==> src/rtl/btn_pkg.sv <==
// Shared types and helpers for the push-button conditioning blocks.
package btn_pkg;

   typedef enum logic [1:0] {
      RELEASED = 2'd0,
      PRESSED  = 2'd1,
      LONG     = 2'd2
   } btn_state_e;

   // Bits needed to hold values 0..max_val, never less than one bit.
   function automatic int unsigned cnt_width(input int unsigned max_val);
      int unsigned w;
      w = $clog2(64'(max_val) + 64'd1);
      return (w == 0) ? 1 : w;
   endfunction

endpackage

==> src/rtl/btn_channel.sv <==
// One button channel: 2-FF synchroniser, debounce counter and
// RELEASED/PRESSED/LONG classifier with registered event pulses.
module btn_channel
   import btn_pkg::*;
#(
   parameter int unsigned CYCLES        = 1_000_000,
   parameter int unsigned LONG_CYCLES   = 100_000_000,
   parameter int unsigned REPEAT_CYCLES = 0,
   parameter bit          ACTIVE_LOW    = 1'b0
) (
   input  logic clk,
   input  logic rst_n,
   input  logic din,
   output logic level,
   output logic press_pulse,
   output logic release_pulse,
   output logic long_pulse,
   output logic repeat_pulse,
   output logic long_held
);

   localparam int unsigned DW = cnt_width(CYCLES);
   localparam int unsigned HW = cnt_width(LONG_CYCLES);
   localparam int unsigned RW = cnt_width(REPEAT_CYCLES);

   localparam logic [DW-1:0] D_MAX = DW'(CYCLES);
   localparam logic [HW-1:0] H_MAX = HW'(LONG_CYCLES);
   localparam logic [RW-1:0] R_MAX = RW'(REPEAT_CYCLES);

   logic          s1, s2, raw;
   logic [DW-1:0] dcnt, dcnt_d, dcnt_inc;
   logic          level_d, accept, rise, fall;

   btn_state_e    state, state_d;
   logic [HW-1:0] hcnt, hcnt_d, hcnt_inc;
   logic [RW-1:0] rcnt, rcnt_d, rcnt_inc;
   logic          press_d, release_d, long_d, repeat_d, held_d;

   // Two-stage synchroniser for the asynchronous pin.
   always_ff @(posedge clk or negedge rst_n) begin
      if (!rst_n) begin
         s1 <= 1'b0;
         s2 <= 1'b0;
      end else begin
         s1 <= din;
         s2 <= s1;
      end
   end

   assign raw = s2 ^ ACTIVE_LOW;

   // Debounce: accept raw once it has disagreed with level for CYCLES cycles.
   always_comb begin
      dcnt_inc = dcnt + DW'(1);
      dcnt_d   = '0;
      accept   = 1'b0;
      level_d  = level;
      if (raw != level) begin
         if (dcnt_inc == D_MAX) begin
            accept  = 1'b1;
            level_d = raw;
         end else begin
            dcnt_d = dcnt_inc;
         end
      end
   end

   assign rise = accept & raw;
   assign fall = accept & ~raw;

   // Classifier next state; an accepted release pre-empts long/repeat events.
   always_comb begin
      state_d   = state;
      hcnt_inc  = hcnt + HW'(1);
      rcnt_inc  = rcnt + RW'(1);
      hcnt_d    = hcnt;
      rcnt_d    = rcnt;
      press_d   = 1'b0;
      release_d = 1'b0;
      long_d    = 1'b0;
      repeat_d  = 1'b0;
      held_d    = long_held;
      unique case (state)
         RELEASED: begin
            if (rise) begin
               state_d = PRESSED;
               press_d = 1'b1;
               hcnt_d  = '0;
            end
         end
         PRESSED: begin
            if (fall) begin
               state_d   = RELEASED;
               release_d = 1'b1;
               held_d    = 1'b0;
               hcnt_d    = '0;
               rcnt_d    = '0;
            end else if (hcnt_inc == H_MAX) begin
               state_d = LONG;
               long_d  = 1'b1;
               held_d  = 1'b1;
               hcnt_d  = hcnt_inc;
               rcnt_d  = '0;
            end else begin
               hcnt_d = hcnt_inc;
            end
         end
         LONG: begin
            if (fall) begin
               state_d   = RELEASED;
               release_d = 1'b1;
               held_d    = 1'b0;
               hcnt_d    = '0;
               rcnt_d    = '0;
            end else if (REPEAT_CYCLES != 0) begin
               if (rcnt_inc == R_MAX) begin
                  repeat_d = 1'b1;
                  rcnt_d   = '0;
               end else begin
                  rcnt_d = rcnt_inc;
               end
            end
         end
         default: begin
            state_d = RELEASED;
            held_d  = 1'b0;
            hcnt_d  = '0;
            rcnt_d  = '0;
         end
      endcase
   end

   // Register debounce, classifier state and all outputs.
   always_ff @(posedge clk or negedge rst_n) begin
      if (!rst_n) begin
         dcnt          <= '0;
         level         <= 1'b0;
         state         <= RELEASED;
         hcnt          <= '0;
         rcnt          <= '0;
         press_pulse   <= 1'b0;
         release_pulse <= 1'b0;
         long_pulse    <= 1'b0;
         repeat_pulse  <= 1'b0;
         long_held     <= 1'b0;
      end else begin
         dcnt          <= dcnt_d;
         level         <= level_d;
         state         <= state_d;
         hcnt          <= hcnt_d;
         rcnt          <= rcnt_d;
         press_pulse   <= press_d;
         release_pulse <= release_d;
         long_pulse    <= long_d;
         repeat_pulse  <= repeat_d;
         long_held     <= held_d;
      end
   end

endmodule

==> src/rtl/button_conditioner.sv <==
// N independent debounced push-button channels with event pulses.
module button_conditioner
   import btn_pkg::*;
#(
   parameter int unsigned N_CH          = 4,
   parameter int unsigned CYCLES        = 1_000_000,
   parameter int unsigned LONG_CYCLES   = 100_000_000,
   parameter int unsigned REPEAT_CYCLES = 0,
   parameter bit          ACTIVE_LOW    = 1'b0
) (
   input  logic            clk,
   input  logic            rst_n,
   input  logic [N_CH-1:0] din,
   output logic [N_CH-1:0] level,
   output logic [N_CH-1:0] press_pulse,
   output logic [N_CH-1:0] release_pulse,
   output logic [N_CH-1:0] long_pulse,
   output logic [N_CH-1:0] repeat_pulse,
   output logic [N_CH-1:0] long_held
);

   for (genvar i = 0; i < N_CH; i++) begin : g_ch
      btn_channel #(
         .CYCLES        (CYCLES),
         .LONG_CYCLES   (LONG_CYCLES),
         .REPEAT_CYCLES (REPEAT_CYCLES),
         .ACTIVE_LOW    (ACTIVE_LOW)
      ) u_ch (
         .clk           (clk),
         .rst_n         (rst_n),
         .din           (din[i]),
         .level         (level[i]),
         .press_pulse   (press_pulse[i]),
         .release_pulse (release_pulse[i]),
         .long_pulse    (long_pulse[i]),
         .repeat_pulse  (repeat_pulse[i]),
         .long_held     (long_held[i])
      );
   end

endmodule
==> config.mk <==
export PLATFORM = sky130hd
export DESIGN_NAME = button_conditioner
export DESIGN_NICKNAME = d
export VERILOG_FILES = /design/src/rtl/btn_pkg.sv /design/src/rtl/btn_channel.sv /design/src/rtl/button_conditioner.sv
export SDC_FILE = /design/constraint.sdc
export NUM_CORES = 1
export LEC_CHECK = 0
export CORE_ASPECT_RATIO = 1.2
export CORE_MARGIN = 2
export CORE_UTILIZATION = 35
export DETAILED_ROUTE_END_ITERATION = 10
export PLACE_DENSITY = 0.47
export REMOVE_ABC_BUFFERS = 1
export SLEW_MARGIN = 15
export SYNTH_ARGS = -nofsm -noshare
export SYNTH_HDL_FRONTEND = slang
export SYNTH_SLANG_ARGS = --single-unit
==> constraint.sdc <==
create_clock -name clk -period 8.15 [get_ports clk]
set_input_delay 1.63 -clock clk [delete_from_list [all_inputs] [get_ports clk]]
set_output_delay 1.63 -clock clk [all_outputs]
set_load 0.02 [all_outputs]
==> results_dict.tcl, run 1 <==
set metrics [dict create \
    initial_core_util_pct 35.6 \
    cp.required_ps 8580 \
    r2r-end "g_ch[0].u_ch.hcnt[7]" \
    ant_nets 0 \
    post-route-period-util_pct 49.9 \
    cpMostUsedCell "nand3_1" \
    end_kind "register" \
    reg2reg_from "g_ch[0].u_ch.dcnt[3]" \
    grt_pass1_vias 11700 \
    vias 11800 \
    worstSetupStartpointType "register" \
    final_common_cell "dfrtp_1" \
    cp_cell_sequence "nand3_1, or3_1, or4_1, a21boi_1, nor3_1, nand3_1, a32o_1, o21bai_1" \
    avgSynthCellArea_um2 8.61 \
    ys.flop_type "dfrtp_1" \
    nets 1639 \
    crit_path_top_delay_cell "nand3_1" \
    ys_ff_latch 224 \
    max_freq_ghz 0.246 \
    postSynthCellCount 1647 \
    setup_viol 0 \
    grt_max_degree 134 \
    hp-class "reg2reg" \
    cts_num_sinks 224 \
    cts_setup_buffers 0 \
    synthArstFlopShare_pct 100 \
    dp_hpwl_um 22100 \
    synth_cell_type_count 85 \
    antenna_found_initial 0 \
    outcome "finished, final reports clean" \
    rrSetupSlack_ps 4090 \
    via_per_inst 5.48 \
    die_x_um 188 \
    regMostFlops "g_ch.u_ch.hcnt" \
    cts_tree "yes" \
    core_area_mm2 0.0398 \
    holdBufCountCts 0 \
    cp_max_fo 26 \
    post_cts_resized 0 \
    std_cell_rows 80 \
    yosys_warnings 0 \
    drv_cap 0 \
    diodes 0 \
    drive_gt1_share_pct 6.39 \
    grt_pass1_wl_um 59100 \
    port_buffers 25 \
    synth.cell_area_mm2 0.0142 \
    max_slew_margin_pct 24.7 \
    irDropWorstVdd_mv 0.149 \
    cts_made_buffers 28 \
    setup_tns_ps 0 \
    clock_tree.root_cell "clkbuf_16" \
    dieHeight_um 225 \
    largestRegisters "g_ch.u_ch.hcnt (108), g_ch.u_ch.dcnt (80), g_ch.u_ch.state (8)" \
    power.density_mw_per_mm2 172 \
    crit_arrival_ps 4500 \
    drtPass1Iterations 5 \
    overflow 0 \
    whs_path_depth 0 \
    finalMaxSlewViolations 0 \
    p_leak_nw 6.15 \
    clkLatencyLatePin_ps 560 \
    drc_errors 0 \
    grtUsageTotal_pct 16.5 \
    total_power_w 0.00273 \
    fin_skew_ps 11.0 \
    gp_congestion 0.775 \
    min_to "g_ch[3].u_ch.raw" \
    layout_common_cells "224 x dfrtp_1, 168 x nor2_1, 146 x nand2_1, 107 x nand3_1, 92 x o21ai_0" \
    ys_seq_area_share_pct 39.5 \
    rsz0062_at_grt "false" \
    r2r_cells 8 \
    cts.path.max_buffers 3 \
    drt_iter0_drc 579 \
    largest_reg_flops 108 \
    ios 30 \
    synth-edff-count 0 \
    cts.clk_slew.worst_paths_ps 60 \
    finalHoldViolations 0 \
    die-area_mm2 0.0422 \
    area_growth_pct 11.7 \
    min_from "g_ch[3].u_ch.s1" \
    fin_crit_ps 4060 \
    fill_cells 4115 \
    totalWireLength_um 34100 \
    path_class "reg2reg" \
    tightest_slew_ps 1130 \
    max_stage_delay_ps 900 \
    cts-htree-levels 1 \
    detail_route.wl_per_cell_um 15.8 \
]
-- how the worst max path moves through the flow --
stage | startpoint | end | slack (ps)
3_5_place_dp | g_ch[0].u_ch.dcnt[3] | g_ch[0].u_ch.hcnt[9] | 4030
6_report | g_ch[0].u_ch.dcnt[3] | g_ch[0].u_ch.hcnt[7] | 4090
2_1_floorplan | g_ch[1].u_ch.dcnt[2] | g_ch[1].u_ch.hcnt[12] | 3090
3_3_place_gp | g_ch[0].u_ch.dcnt[3] | g_ch[0].u_ch.hcnt[9] | 4170
4_1_cts | g_ch[0].u_ch.dcnt[3] | g_ch[0].u_ch.hcnt[7] | 4040
5_1_grt | g_ch[0].u_ch.dcnt[3] | g_ch[0].u_ch.hcnt[9] | 3730
-- report_power, final --
part / internal [W] / switching [W] / leakage [nW] / total [W]
clock: 0.00104 / 0.000512 / 0.574 / 0.00155
sequential: 0.00112 / 0.00000951 / 3.10 / 0.00113
combinational: 0.0000121 / 0.0000405 / 2.48 / 0.0000526
-- area by class of cell --
cell class	instances	area (µm²)	area share, %
clock buffers	35	798	5.04
clock inverters	17	364	2.30
inverters	60	225	1.42
multi-input cells	1254	7830	49.4
flip-flops and latches	224	5610	35.4
well taps	533	667	4.21
repair buffers	37	358	2.26
-- through the flow --
| step | instance area [µm²] | cells | setup slack (ps) | utilization [%] | hold slack, ps |
|---|---|---|---|---|---|
| after global routing | 15800 | 2160 | 3730 | 39.8 | 359 |
| after global placement | 14700 | 2108 | 4170 | 36.9 | 335 |
| final | 15800 | 2160 | 4090 | 39.8 | 349 |
| after detailed placement | 14700 | 2108 | 4030 | 36.9 | 336 |
| after CTS | 15800 | 2160 | 4040 | 39.8 | 355 |
| after floorplan | 13600 | 1538 | 3090 | - | 331 |
-- metal layers --
layer  track usage [%]  part of all wire [%]  up-vias
met5                 0                     0        -
met4              3.68                   1.5        0
met3              2.25                   3.0       37
met2              28.4                    48      109
met1              22.0                    48     5769
li1                  -                     -     5932
-- cells in the mapped netlist (7+ instances only) --
| cell type | count | area [µm²] |
|---|---|---|
| dfrtp_1 | 224 | 5610 |
| nor2_1 | 168 | 631 |
| nand2_1 | 146 | 548 |
| nand3_1 | 107 | 536 |
| o21ai_0 | 94 | 470 |
| a21oi_1 | 62 | 310 |
| inv_1 | 60 | 225 |
| nand4_1 | 58 | 363 |
| xnor2_1 | 55 | 482 |
| clkbuf_1 | 48 | 180 |
| xor2_1 | 42 | 368 |
| o31ai_1 | 40 | 300 |
| nor3_1 | 36 | 180 |
| nor4_1 | 35 | 219 |
| buf_2 | 34 | 170 |
| and3_1 | 29 | 181 |
| ha_1 | 28 | 350 |
| buf_4 | 27 | 203 |
| nor2b_1 | 25 | 156 |
| and2_1 | 22 | 138 |
| nand2b_1 | 19 | 119 |
| a31oi_1 | 18 | 113 |
| and4_1 | 15 | 131 |
| o41ai_1 | 15 | 131 |
| a32oi_1 | 14 | 123 |
| mux2i_1 | 14 | 140 |
| o22ai_1 | 14 | 87.6 |
| or3_1 | 13 | 81.3 |
| or4_1 | 10 | 75.1 |
| a22oi_1 | 9 | 67.6 |
| o21a_1 | 8 | 60.1 |
| nor3b_1 | 7 | 52.6 |
| o2111ai_1 | 7 | 61.3 |
-- cell families (layout without fill, tap and decap cells) --
| family | count (synthesis) | in the layout | share of synthesized area [%] |
|---|---|---|---|
| AO/OA/AOI/OAI | 372 | 372 | 17.9 |
| other | 1 | 4 | 0.0264 |
| flip-flops | 224 | 224 | 39.5 |
| XOR/XNOR | 97 | 97 | 5.99 |
| multiplexers | 18 | 18 | 1.31 |
| buffers and inverters | 172 | 149 | 5.72 |
| adder cells (fa/ha/maj) | 28 | 28 | 2.47 |
| AND/OR/NAND/NOR | 735 | 735 | 27.1 |
-- worst max-delay path, delay by kind of cell (launching register included) --
kind	cells	cell delay [ps]
AOI/OAI and AO/OA	3	900
DFF	1	440
and+or+nand+nor	5	2590
(Power assumes the default switching activity.)
==> run 2: changes to the inputs <==
Clock period 8.15 ns to 4.24 ns, I/O delays scaled along.
==> run 2 against run 1 <==
  * Final cell count increased by 0.69%
  * Global-route usage shrank 0.22 points
  * Critical path type unchanged
  * Sequential share of layout area up 0.16 points
  * Routed wire length shrank 0.31%
  * Register-to-register slack got worse by 3500 ps
  * Die area did not move
  * Setup slack worse by 3500 ps
  * Power rose by 75%
  * Largest power group unchanged
  * Sequential cell count unchanged
  * Maximum frequency up 12%
==> results_dict.tcl, run 2 (synthesis results as in run 1) <==
set metrics [dict create \
    outcome "finished, final reports clean" \
    crit_arrival_ps 4060 \
    reg2reg_from "g_ch[2].u_ch.dcnt[0]" \
    finalMaxSlewViolations 0 \
    dp_hpwl_um 22300 \
    antenna_found_initial 0 \
    area_growth_pct 11.2 \
    max_slew_margin_pct 29.0 \
    dieHeight_um 225 \
    regMostFlops "g_ch.u_ch.hcnt" \
    top_layer_used "met4" \
    cts-htree-levels 1 \
    holdBufCountCts 0 \
    drv_cap 0 \
    largestRegisters "g_ch.u_ch.hcnt (108), g_ch.u_ch.dcnt (80), g_ch.u_ch.state (8)" \
    post-route-period-util_pct 85.5 \
    port_buffers 25 \
    max_freq_ghz 0.276 \
    post_cts_resized 0 \
    dp.cells 2121 \
    grt_max_degree 83 \
    cts_num_sinks 224 \
    std_cell_rows 80 \
    ios 30 \
    r2r-end "g_ch[2].u_ch.hcnt[7]" \
    fin_crit_ps 3620 \
    drt_iter0_drc 550 \
    path_class "reg2reg" \
    initial_core_util_pct 35.6 \
    wl_met2_um 16600 \
    totalWireLength_um 34000 \
    setup_viol 0 \
    cts_setup_buffers 0 \
    swShare_pct 22.7 \
    p_switching_w 0.00109 \
    r2r_cells 9 \
    rsz0062_at_grt "false" \
    end_kind "register" \
    nets 1653 \
    wl_met1_um 15900 \
    power_frac_clock_pct 52.4 \
    clkLatencyLatePin_ps 570 \
    via_per_inst 5.51 \
    cts_tree "yes" \
    cts_made_buffers 29 \
    seq_power_share_pct 45.4 \
    finalHoldViolations 0 \
    ant_nets 0 \
    stdcell_count 2175 \
    worstSetupStartpointType "register" \
    die_x_um 188 \
    overflow 0 \
    detail_route.wl_per_cell_um 15.6 \
    cts.path.max_buffers 3 \
    core_area_mm2 0.0398 \
    grt_pass1_vias 11600 \
    layout_common_cells "224 x dfrtp_1, 168 x nor2_1, 146 x nand2_1, 107 x nand3_1, 92 x o21ai_0" \
    holdWs_ps 253 \
    clock_tree.root_cell "clkbuf_16" \
    cp_max_fo 32 \
    wl_met3_um 1000 \
    p_leak_nw 6.14 \
    vias 12000 \
    grtUsageTotal_pct 16.2 \
    grt_pass1_wl_um 58400 \
    drive_gt1_share_pct 7.00 \
    largest_reg_flops 108 \
    irDropWorstVdd_mv 0.299 \
    cts.clk_slew.worst_paths_ps 60 \
    drtPass1Iterations 5 \
    tightest_slew_ps 1060 \
    rrSetupSlack_ps 620 \
    hp-class "in2async" \
    diodes 0 \
    gp_congestion 0.783 \
    fin_skew_ps 8.98 \
    p_comb_share_pct 2.2 \
    final_common_cell "dfrtp_1" \
    cp.required_ps 4680 \
    die-area_mm2 0.0422 \
    power.density_mw_per_mm2 303 \
    power.internal_w 0.00369 \
    drc_errors 0 \
]
run 2: worst max-delay path, stage by stage (launching register included):
cell,delay [ps]
dfrtp_1,480
ha_1,250
nand3_1,180
or3_1,410
a221oi_1,350
nand3_1,290
o41ai_1,740
o21ai_4,390
o21ai_0,270
o41ai_1,100
run 2: metrics by stage:
step	setup slack [ps]	instance area (µm²)	util, %	setup TNS (ps)	power, W
finish	616	15800	39.6	0	0.00478
global route	241	15800	39.6	0	0.00500
detailed placement	643	14800	37.1	0	0.00232
floorplan	-824	13600	-	-23230	0.00224
global placement	675	14800	37.1	0	0.00232
CTS	601	15800	39.6	0	0.00489
run 2: layout make-up:
cell class	count	area, µm²
Fill cell	4108	24100
Multi-Input combinational cell	1254	7840
Sequential cell	224	5610
Clock buffer	42	855
Tap cell	533	667
Timing Repair Buffer	50	468
Inverter	60	225
Clock inverter	12	120
run 2: per-layer routing:
layer  GRT usage, %  up-vias
met5              0        -
met4           4.17        0
met3           2.40       37
met2           28.0      141
met1           21.3     5841
li1               -     5959
run 2: worst max-delay path by stage:
stage,start,to,slack (ps),depth (start not counted)
6_report,g_ch[2].u_ch.dcnt[0],g_ch[2].u_ch.hcnt[7],620,9
2_1_floorplan,g_ch[1].u_ch.dcnt[2],g_ch[1].u_ch.hcnt[12],-820,8
5_1_grt,g_ch[2].u_ch.dcnt[0],g_ch[2].u_ch.hcnt[9],240,9
3_5_place_dp,g_ch[2].u_ch.dcnt[0],g_ch[2].u_ch.hcnt[15],640,9
3_3_place_gp,g_ch[2].u_ch.dcnt[0],g_ch[2].u_ch.hcnt[21],680,9
4_1_cts,g_ch[2].u_ch.dcnt[0],g_ch[2].u_ch.hcnt[15],600,9
run 2: power by group through the flow:
| stage | registers (W) | clock network (W) | logic (W) |
|---|---|---|---|
| 2_1_floorplan | 0.00220 | 0 | 0.0000394 |
| 3_3_place_gp | 0.00221 | 0 | 0.000111 |
| 3_5_place_dp | 0.00221 | 0 | 0.000113 |
| 4_1_cts | 0.00217 | 0.00261 | 0.000113 |
| 5_1_grt | 0.00217 | 0.00270 | 0.000125 |
| 6_report | 0.00217 | 0.00250 | 0.000106 |
